===== src/rtl/top_pkg.sv =====
// Shared definitions for the bus/ALU subsystem: register map, opcodes, FSM states
// and the single Booth iteration used by the multiplier.
package top_pkg;

   localparam logic [7:0] ADDR_OPA    = 8'h30;
   localparam logic [7:0] ADDR_OPB    = 8'h31;
   localparam logic [7:0] ADDR_OPCODE = 8'h32;
   localparam logic [7:0] ADDR_CTRL   = 8'h33;
   localparam logic [7:0] ADDR_STATUS = 8'h34;
   localparam logic [7:0] ADDR_RES_HI = 8'h35;
   localparam logic [7:0] ADDR_RES_LO = 8'h36;

   typedef enum logic [3:0] {
      OP_NOT_A = 4'h0,
      OP_NOT_B = 4'h1,
      OP_AND   = 4'h2,
      OP_OR    = 4'h3,
      OP_XOR   = 4'h4,
      OP_XNOR  = 4'h5,
      OP_ADD   = 4'h6,
      OP_SUB   = 4'h7,
      OP_SLL   = 4'h8,
      OP_SRL   = 4'h9,
      OP_SRA   = 4'hA,
      OP_PASSA = 4'hB,
      OP_PASSB = 4'hC,
      OP_MUL   = 4'hD,
      OP_RSV_E = 4'hE,
      OP_RSV_F = 4'hF
   } opcode_t;

   typedef enum logic [1:0] {
      S_IDLE,
      S_EXEC,
      S_MUL
   } state_t;

   // 33-bit accumulator keeps the -2^31 multiplicand from overflowing on subtract
   typedef struct packed {
      logic [32:0] acc;
      logic [31:0] q;
      logic        q1;
   } booth_t;

   function automatic booth_t booth_step(input booth_t s, input logic [31:0] m);
      logic [32:0] mx;
      logic [32:0] sum;
      booth_t      r;
      mx = {m[31], m};
      case ({s.q[0], s.q1})
         2'b01:   sum = s.acc + mx;
         2'b10:   sum = s.acc - mx;
         default: sum = s.acc;
      endcase
      r.acc = {sum[32], sum[32:1]};
      r.q   = {sum[0], s.q[31:1]};
      r.q1  = s.q[0];
      return r;
   endfunction

endpackage


===== src/rtl/booth_mul.sv =====
// Iterative radix-2 Booth multiplier, signed 32x32 -> 64, one iteration per clock.
module booth_mul
   import top_pkg::*;
#(
   parameter int unsigned MUL_STEPS = 32
) (
   input  logic        clk,
   input  logic        reset,
   input  logic        start,
   input  logic [31:0] a,
   input  logic [31:0] b,
   output logic        busy,
   output logic        done,
   output logic [63:0] product
);

   localparam int unsigned CW = $clog2(MUL_STEPS + 1);

   booth_t        st;
   logic [31:0]   mcand;
   logic [CW-1:0] cnt;

   // First iteration is folded into the load so the whole multiply spans MUL_STEPS clocks
   always_ff @(posedge clk) begin
      if (reset) begin
         st    <= '0;
         mcand <= '0;
         cnt   <= '0;
         busy  <= 1'b0;
         done  <= 1'b0;
      end else begin
         done <= 1'b0;
         if (start && !busy) begin
            st    <= booth_step({33'd0, b, 1'b0}, a);
            mcand <= a;
            cnt   <= CW'(MUL_STEPS - 1);
            busy  <= 1'b1;
         end else if (busy) begin
            st  <= booth_step(st, mcand);
            cnt <= cnt - CW'(1);
            if (cnt == CW'(1)) begin
               busy <= 1'b0;
               done <= 1'b1;
            end
         end
      end
   end

   assign product = {st.acc[31:0], st.q};

endmodule


===== src/rtl/top.sv =====
// Single-master bus subsystem: registered grant, RAM, memory-mapped ALU registers
// and an iterative Booth multiplier.
module top
   import top_pkg::*;
#(
   parameter int unsigned RAM_WORDS = 32,
   parameter int unsigned MUL_STEPS = 32
) (
   input  logic        clk,
   input  logic        reset_n,
   input  logic        M_req,
   input  logic        M_wr,
   input  logic [7:0]  M_addr,
   input  logic [31:0] M_dout,
   output logic        M_grant,
   output logic [31:0] M_din
);

   localparam int unsigned AW = $clog2(RAM_WORDS);

   logic [31:0] ram [RAM_WORDS];
   logic [31:0] op_a, op_b, lat_a, lat_b, res_hi, res_lo, rd_data, alu_y;
   logic [3:0]  opcode;
   opcode_t     lat_op;
   logic        busy, done;
   logic        access, wr_en, rd_en, in_ram, start_req;
   logic        accept, mul_start, exec_fin, mul_fin;
   logic        mul_busy, mul_done;
   logic [63:0] mul_p;
   state_t      state, state_nx;

   assign access    = M_grant & M_req;
   assign wr_en     = access & M_wr;
   assign rd_en     = access & ~M_wr;
   assign in_ram    = M_addr < 8'(RAM_WORDS);
   assign start_req = wr_en && (M_addr == ADDR_CTRL) && M_dout[0];

   always_ff @(posedge clk) begin
      if (reset_n) begin
         M_grant <= 1'b0;
         M_din   <= '0;
      end else begin
         M_grant <= M_req;
         M_din   <= rd_en ? rd_data : '0;
      end
   end

   always_ff @(posedge clk) begin
      if (wr_en && in_ram) ram[M_addr[AW-1:0]] <= M_dout;
   end

   always_comb begin
      rd_data = '0;
      if (in_ram) begin
         rd_data = ram[M_addr[AW-1:0]];
      end else begin
         case (M_addr)
            ADDR_OPA:    rd_data = op_a;
            ADDR_OPB:    rd_data = op_b;
            ADDR_OPCODE: rd_data = {28'd0, opcode};
            ADDR_STATUS: rd_data = {30'd0, done, busy};
            ADDR_RES_HI: rd_data = res_hi;
            ADDR_RES_LO: rd_data = res_lo;
            default:     rd_data = '0;
         endcase
      end
   end

   always_ff @(posedge clk) begin
      if (reset_n) state <= S_IDLE;
      else         state <= state_nx;
   end

   always_comb begin
      state_nx  = state;
      accept    = 1'b0;
      mul_start = 1'b0;
      exec_fin  = 1'b0;
      mul_fin   = 1'b0;
      case (state)
         S_IDLE: begin
            if (start_req && !mul_busy) begin
               accept = 1'b1;
               if (opcode_t'(opcode) == OP_MUL) begin
                  mul_start = 1'b1;
                  state_nx  = S_MUL;
               end else begin
                  state_nx = S_EXEC;
               end
            end
         end
         S_EXEC: begin
            exec_fin = 1'b1;
            state_nx = S_IDLE;
         end
         S_MUL: begin
            if (mul_done) begin
               mul_fin  = 1'b1;
               state_nx = S_IDLE;
            end
         end
         default: state_nx = S_IDLE;
      endcase
   end

   always_ff @(posedge clk) begin
      if (reset_n) begin
         op_a   <= '0;
         op_b   <= '0;
         opcode <= '0;
         lat_a  <= '0;
         lat_b  <= '0;
         lat_op <= OP_NOT_A;
         res_hi <= '0;
         res_lo <= '0;
         busy   <= 1'b0;
         done   <= 1'b0;
      end else begin
         if (wr_en) begin
            case (M_addr)
               ADDR_OPA:    op_a   <= M_dout;
               ADDR_OPB:    op_b   <= M_dout;
               ADDR_OPCODE: opcode <= M_dout[3:0];
               default: ;
            endcase
         end
         if (accept) begin
            lat_a  <= op_a;
            lat_b  <= op_b;
            lat_op <= opcode_t'(opcode);
            busy   <= 1'b1;
            done   <= 1'b0;
         end
         if (exec_fin) begin
            res_hi <= '0;
            res_lo <= alu_y;
            busy   <= 1'b0;
            done   <= 1'b1;
         end
         if (mul_fin) begin
            {res_hi, res_lo} <= mul_p;
            busy <= 1'b0;
            done <= 1'b1;
         end
      end
   end

   always_comb begin
      alu_y = '0;
      case (lat_op)
         OP_NOT_A: alu_y = ~lat_a;
         OP_NOT_B: alu_y = ~lat_b;
         OP_AND:   alu_y = lat_a & lat_b;
         OP_OR:    alu_y = lat_a | lat_b;
         OP_XOR:   alu_y = lat_a ^ lat_b;
         OP_XNOR:  alu_y = ~(lat_a ^ lat_b);
         OP_ADD:   alu_y = lat_a + lat_b;
         OP_SUB:   alu_y = lat_a - lat_b;
         OP_SLL:   alu_y = lat_a << lat_b[4:0];
         OP_SRL:   alu_y = lat_a >> lat_b[4:0];
         OP_SRA:   alu_y = $unsigned($signed(lat_a) >>> lat_b[4:0]);
         OP_PASSA: alu_y = lat_a;
         OP_PASSB: alu_y = lat_b;
         default:  alu_y = '0;
      endcase
   end

   booth_mul #(
      .MUL_STEPS(MUL_STEPS)
   ) u_mul (
      .clk    (clk),
      .reset  (reset_n),
      .start  (mul_start),
      .a      (op_a),
      .b      (op_b),
      .busy   (mul_busy),
      .done   (mul_done),
      .product(mul_p)
   );

endmodule


===== config.mk =====
export PLATFORM = sky130hd
export DESIGN_NAME = top
export DESIGN_NICKNAME = d
export VERILOG_FILES = /design/src/rtl/top_pkg.sv /design/src/rtl/booth_mul.sv /design/src/rtl/top.sv
export SDC_FILE = /design/constraint.sdc
export NUM_CORES = 2
export LEC_CHECK = 0
export ABC_CLOCK_PERIOD_IN_PS = 4100
export CORE_AREA = 2 2 436 438
export CTS_CLUSTER_SIZE = 10
export DETAILED_ROUTE_END_ITERATION = 16
export DIE_AREA = 0 0 438 440
export DONT_BUFFER_PORTS = 1
export PLACE_DENSITY_LB_ADDON = 0.1
export SLEW_MARGIN = 20
export SYNTH_ARGS = -nofsm -noshare
export SYNTH_HDL_FRONTEND = slang
export SYNTH_HIERARCHICAL = 1
export SYNTH_SLANG_ARGS = --single-unit

===== constraint.sdc =====
create_clock -name clk -period 4.1 [get_ports clk]
set_input_delay 0.615 -clock clk [delete_from_list [all_inputs] [get_ports clk]]
set_output_delay 0.615 -clock clk [all_outputs]
set_load 0.01 [all_outputs]

; ---- Word level (Yosys, flattened, before mapping)
; Memories as Yosys holds them, arrays and structs flattened.
; Index checks and enable logic that the tools add are counted.
[totals]
out_inout_bits = 33
latch_bits = 0
word_cells = 124
rom_bits = 0
mem_bits_rw = 1024
n_memories = 1
reg_bits = 343
[classes]
shift = 3
n_div = 0
muxes = 34
n_bitwise = 12
multipliers = 0
n_lt_le_gt_ge = 1
n_reduce_logical = 19
addsub = 6
n_eq_ne = 27
[memory_table]
columns = name, words, width, rd, rd_clocked_by_memory_dff, wr, line
row1 = ram, 32, 32, 1, 0, 1, top.sv:21  ; logic [31:0] ram [RAM_WORDS];
[ops]
columns = operator, n
row1 = $pmux W32 S13, 1
row2 = $pmux W32 S6, 1
row3 = $mux W32, 5
row4 = $mux W66, 2
row5 = $not A32 Y32, 3
row6 = $pmux W33 S2, 1
row7 = $eq A8 B6 Y1 const B, 7
row8 = $add A33 B33 Y33, 1
row9 = $mux W33, 1
row10 = $sub A1 B32 Y33 const A, 1
row11 = $sub A33 B33 Y33, 1
row12 = $add A32 B32 Y32, 1
row13 = $and A32 B32 Y32, 1
row14 = $or A32 B32 Y32, 1
row15 = $shl A32 B5 Y32, 1
row16 = $shr A32 B5 Y32, 1
row17 = $sshr A32 B5 Y32, 1
row18 = $sub A32 B32 Y32, 1
row19 = $xor A32 B32 Y32, 1
row20 = $eq A4 B4 Y1 const B, 6
row21 = $mux W1, 17
row22 = $eq A4 B3 Y1 const B, 4
row23 = $mux W5, 2
row24 = $eq A4 B2 Y1 const B, 2
row25 = 21 further kinds, 39

; ---- Depth between registers and ports, before layout
[logic_depth]
word_depth = 10
mapped_depth = 21
mapped_depth_nobuf = 17

; ---- Modules after synthesis
; The synthesis kept the hierarchy.
[modules_own_cells]
columns = mod, seq_area_each_um2, area_per_inst_um2, instances, cells_per_inst
row1 = top, 35494.0, 57427.6, 1, 3997
row2 = booth_mul, 2102.0, 8035.2, 1, 1096

; ---- Least setup slack after synthesis
; No wires, ideal clock.
[synth_path]
kind = reg-to-reg
startpoint = register lat_b[0]
endpoint = register res_lo[28]
synth_period_minus_slack_ns = 4.312
setup_time_ns = 0.120
slack_ns = -0.212
t_arrival_ns = 4.193
stages_incl_launch_ff = 20
required_time_ns = 3.980
cell_sequence = dfxtp_1 buf_4 inv_2 buf_4 buf_2 buf_2 ha_1 nand2_1 nor4_2 a41oi_1 xnor2_1 ha_1 and3_1 a221o_1 a31o_1 o32ai_2 o21ai_1 a31oi_1 mux2i_1 o21ai_1
[synth_via]
elab_chain_len = 4
elab_cells_between_ends = 8
classes_between = add/sub: 2 / shift: 3 / mux: 3
[synth_rtl]
columns = item, line
row1 = "start, declared", top.sv:22  ; logic [31:0] op_a, op_b, lat_a, lat_b, res_hi, res_lo, rd_data, alu_y;
row2 = "start signal, assigned", top.sv:129  ; lat_b <= op_b;
row3 = $sub A32 B32 Y32 (tied with other cells), top.sv:158  ; OP_SUB: alu_y = lat_a - lat_b;
row4 = $pmux W32 S13 (*), top.sv:150  ; case (lat_op)
row5 = $mux W32 (*), top.sv:134  ; if (exec_fin) begin
row6 = $mux W32 (*), top.sv:140  ; if (mul_fin) begin
row7 = "end signal, assigned", top.sv:136  ; res_lo <= alu_y;
row8 = "end signal, assigned", top.sv:141  ; {res_hi, res_lo} <= mul_p;
row9 = "end, declared", top.sv:22
; Every way passes the cells marked *; elsewhere a longest branch is shown, timed or not. The select of a mux whose other input is x is not followed.
; A chain may end at the register's enable or synchronous reset.

; ---- Final worst setup path
[layout_path]
startpoint = register lat_b[1]
endpoint = register res_lo[22]
; Same word-level chain as after synthesis.

==> impl_metrics.tcl <==
set metrics [dict create \
    wire_per_inst_microns 32.60 \
    synth_flop_cell "edfxtp_1" \
    status "finished clean" \
    grt_pass1_wl_microns 354900 \
    place_congestion 0.9779 \
    io_buffers 0 \
    num_rows 160 \
    grt_max_degree 264 \
    hold_path.class "in2reg" \
    ant_nets 0 \
    h-tree-depth 4 \
    grt_overflow 0 \
    drtIter0Drc 4910 \
    cts_setup_buffers 0 \
    ys_seq_area_frac 0.5743 \
    endpoint_kind "register" \
    synth_top_area_share 0.4697 \
    antenna_found_initial 12 \
    hpwl_microns 165600 \
    wirelength_microns 252900 \
    dpl_worst_slack_ns -0.01757 \
    p_leak_nw 24.54 \
    setup_viol 0 \
    cts_tree "built" \
    die_h_microns 440 \
    worstSetupPathType "reg2reg" \
    syn_avg_cell_area_sq_um 12.85 \
    ys_warn_count 6 \
    clock-sinks 1366 \
    root_buffer "clkbuf_16" \
    io_pins 77 \
    worst_slack_ns 0.2184 \
    netlist_instances 5093 \
    slew_headroom 0.2237 \
    avgViaCountPerCell 5.836 \
    drive_above_1_share 0.1936 \
    critPathArrivalTime_ns 4.51 \
    path_max_fanout 10 \
    ys_ff_latch 1366 \
    yosysUniqueCellTypes 101 \
    start_util 0.3471 \
    peakVddDrop_uv 365.3 \
    synth.area.top_cells "edfxtp_1 47%, mux4_2 12%, dfxtp_1 10%" \
    core_area_sq_mm 0.1886 \
    hold_violations 0 \
    grt_usage 0.2600 \
    yosys.cell_count.top_type "edfxtp_1" \
    die_area_sq_mm 0.1927 \
    route.detailed.drc 0 \
    cp-start-kind "register" \
    drv_cap 0 \
    holdWs_ns 0.09750 \
    synth_area_sq_mm 0.06546 \
    worstPathRequired_ns 4.73 \
    clkTransAtPathRegs_ns 0.06 \
    vias 45280 \
    tightest_slew_ns 1.165 \
    synth_edf_count 1024 \
    synth_nets 5273 \
    cts_buffers 165 \
    powerDensity_mw_per_mm2 389.0 \
    drv_slew 0 \
    fill_cells 17830 \
    insertion_delay_ns 0.84 \
    synth_top_area_cell "edfxtp_1" \
    firstDrtPassIters 6 \
    syn2layout_area_growth_pct 14.92 \
    clock_skew_ns 0.04985 \
    nets 5337 \
    ys_async_sr_fraction 0 \
    synthTopCellsByCount "1024 x edfxtp_1, 588 x nand2_1, 391 x a21oi_1" \
    cts_buffer_depth 3 \
    period_minus_slack_ns 3.882 \
    grt_pass1_vias 44460 \
    max_freq_ghz 0.2576 \
    fp.dieW_microns 438 \
    post-route-period-util 0.9467 \
]
area by class of cell:
| cell class | count | area [sq um] | share of cell area |
|---|---|---|---|
| multi-input combinational | 3185 | 25880 | 0.3441 |
| timing repair buffer | 327 | 3288 | 0.04371 |
| clock buffer | 216 | 4412 | 0.05865 |
| inverter | 112 | 422.9 | 0.005622 |
| sequential | 1366 | 37610 | 0.5000 |
| antenna | 10 | 25.02 | 0.0003326 |
| tap | 2511 | 3142 | 0.04176 |
| clock inverter | 32 | 437.9 | 0.005821 |
path summary, 6_finish.rpt:
| kind | start | end | slack [ns] | depth (start not counted) |
|---|---|---|---|---|
| setup / recovery | lat_b[1] | res_lo[22] | 0.22 | 15 |
| hold / removal | M_dout[31] | ram[30][31] | 0.1 | 1 |
| setup reg to reg | lat_b[1] | res_lo[22] | 0.22 | 15 |
| hold reg to reg | done | done | 0.46 | 2 |
per-layer routing:
layer / up-vias / wire (microns) / global-route usage / share of wire
met5: - / 27 / 0 / 0.00011
met1: 23580 / 107100 / 0.3519 / 0.42
li1: 19620 / - / - / -
met4: 4 / 11060 / 0.1091 / 0.044
met3: 378 / 15520 / 0.03947 / 0.061
met2: 1706 / 119200 / 0.4168 / 0.47
cells by family (layout without fill, tap and decap cells):
kind of cell	count (synthesis)	after routing	share of synthesized area
compound gates	1109	1109	0.1096
flops	1366	1366	0.5743
buf+inv	542	687	0.03788
fa+ha+maj	136	136	0.02622
xor+xnor	139	139	0.01860
other cells	0	10	0
mux	506	506	0.1470
simple gates	1295	1295	0.08635
report_power, final:
group	internal, W	switching (W)
Clock	0.00767	0.00587
Combinational	0.000421	0.000452
Sequential	0.0148	0.00000235
Total	0.0229	0.00633
flip-flops by register name (all words and copies together) (netlist names), 6 cells and up:
| name | count |
|---|---|
| res_lo | 32 |
| lat_a | 32 |
| ram | 1024 |
| M_din | 32 |
| res_hi | 32 |
| op_b | 32 |
| u_mul/mcand | 32 |
| op_a | 32 |
| lat_b | 32 |
| u_mul/product | 64 |
| u_mul/cnt | 6 |
stage by stage:
stage / instance area (sq um) / std cells / TNS [ns] / utilization / total power, W
after floorplan: 65490 / 5093 / 0 / - / 0.01573
after global placement: 69230 / 7437 / -0.06161 / 0.3671 / 0.01570
after detailed placement: 69230 / 7437 / -0.03030 / 0.3671 / 0.01570
after CTS: 75080 / 7749 / 0 / 0.3981 / 0.02961
after global routing: 75220 / 7756 / -0.06546 / 0.3989 / 0.03017
final: 75230 / 7759 / 0 / 0.3989 / 0.02926
worst max-delay path: stages, from the launching register on:
cell and delay, ns:
dfxtp_4 0.39, inv_2 0.07, ha_1 0.20, nand2_1 0.10, nor4_4 0.19, a41oi_1 0.18, xnor2_1 0.17, ha_1 0.35
and3_1 0.21, a221o_1 0.35, a31o_1 0.34, o31ai_2 0.33, a21oi_1 0.15, xor2_1 0.20, a211oi_1 0.38, a211oi_1 0.09
what timing repair did:
action,in CTS,in global routing
cloned,0,0
hold buffers,64,0
endpoints found under the setup margin,5,17
endpoints found under the hold margin,1270,0
gates resized for setup,2,25
pin swaps,0,3
cells in the final DEF (no fill, tap or decap), types with 36 or more instances in the layout:
cell type / synthesis / final
edfxtp_1: 1024 / 1024
a221oi_1: 36 / 36
a211oi_1: 42 / 40
nand2_1: 588 / 588
mux2_2: 41 / 41
inv_1: 104 / 104
mux2i_1: 102 / 102
a31oi_1: 71 / 71
a22oi_1: 122 / 122
nand3_1: 67 / 66
a21oi_1: 391 / 389
clkbuf_1: 245 / 43
xnor2_1: 109 / 109
nor2_1: 375 / 333
clkbuf_16: 0 / 166
nor2_4: 1 / 36
buf_12: 0 / 59
nor3_1: 77 / 71
buf_4: 82 / 237
mux4_2: 360 / 360
o21ai_0: 127 / 126
a22o_1: 37 / 37
ha_1: 134 / 128
dfxtp_1: 342 / 335
Note: power is estimated with default switching activity, not from simulation.
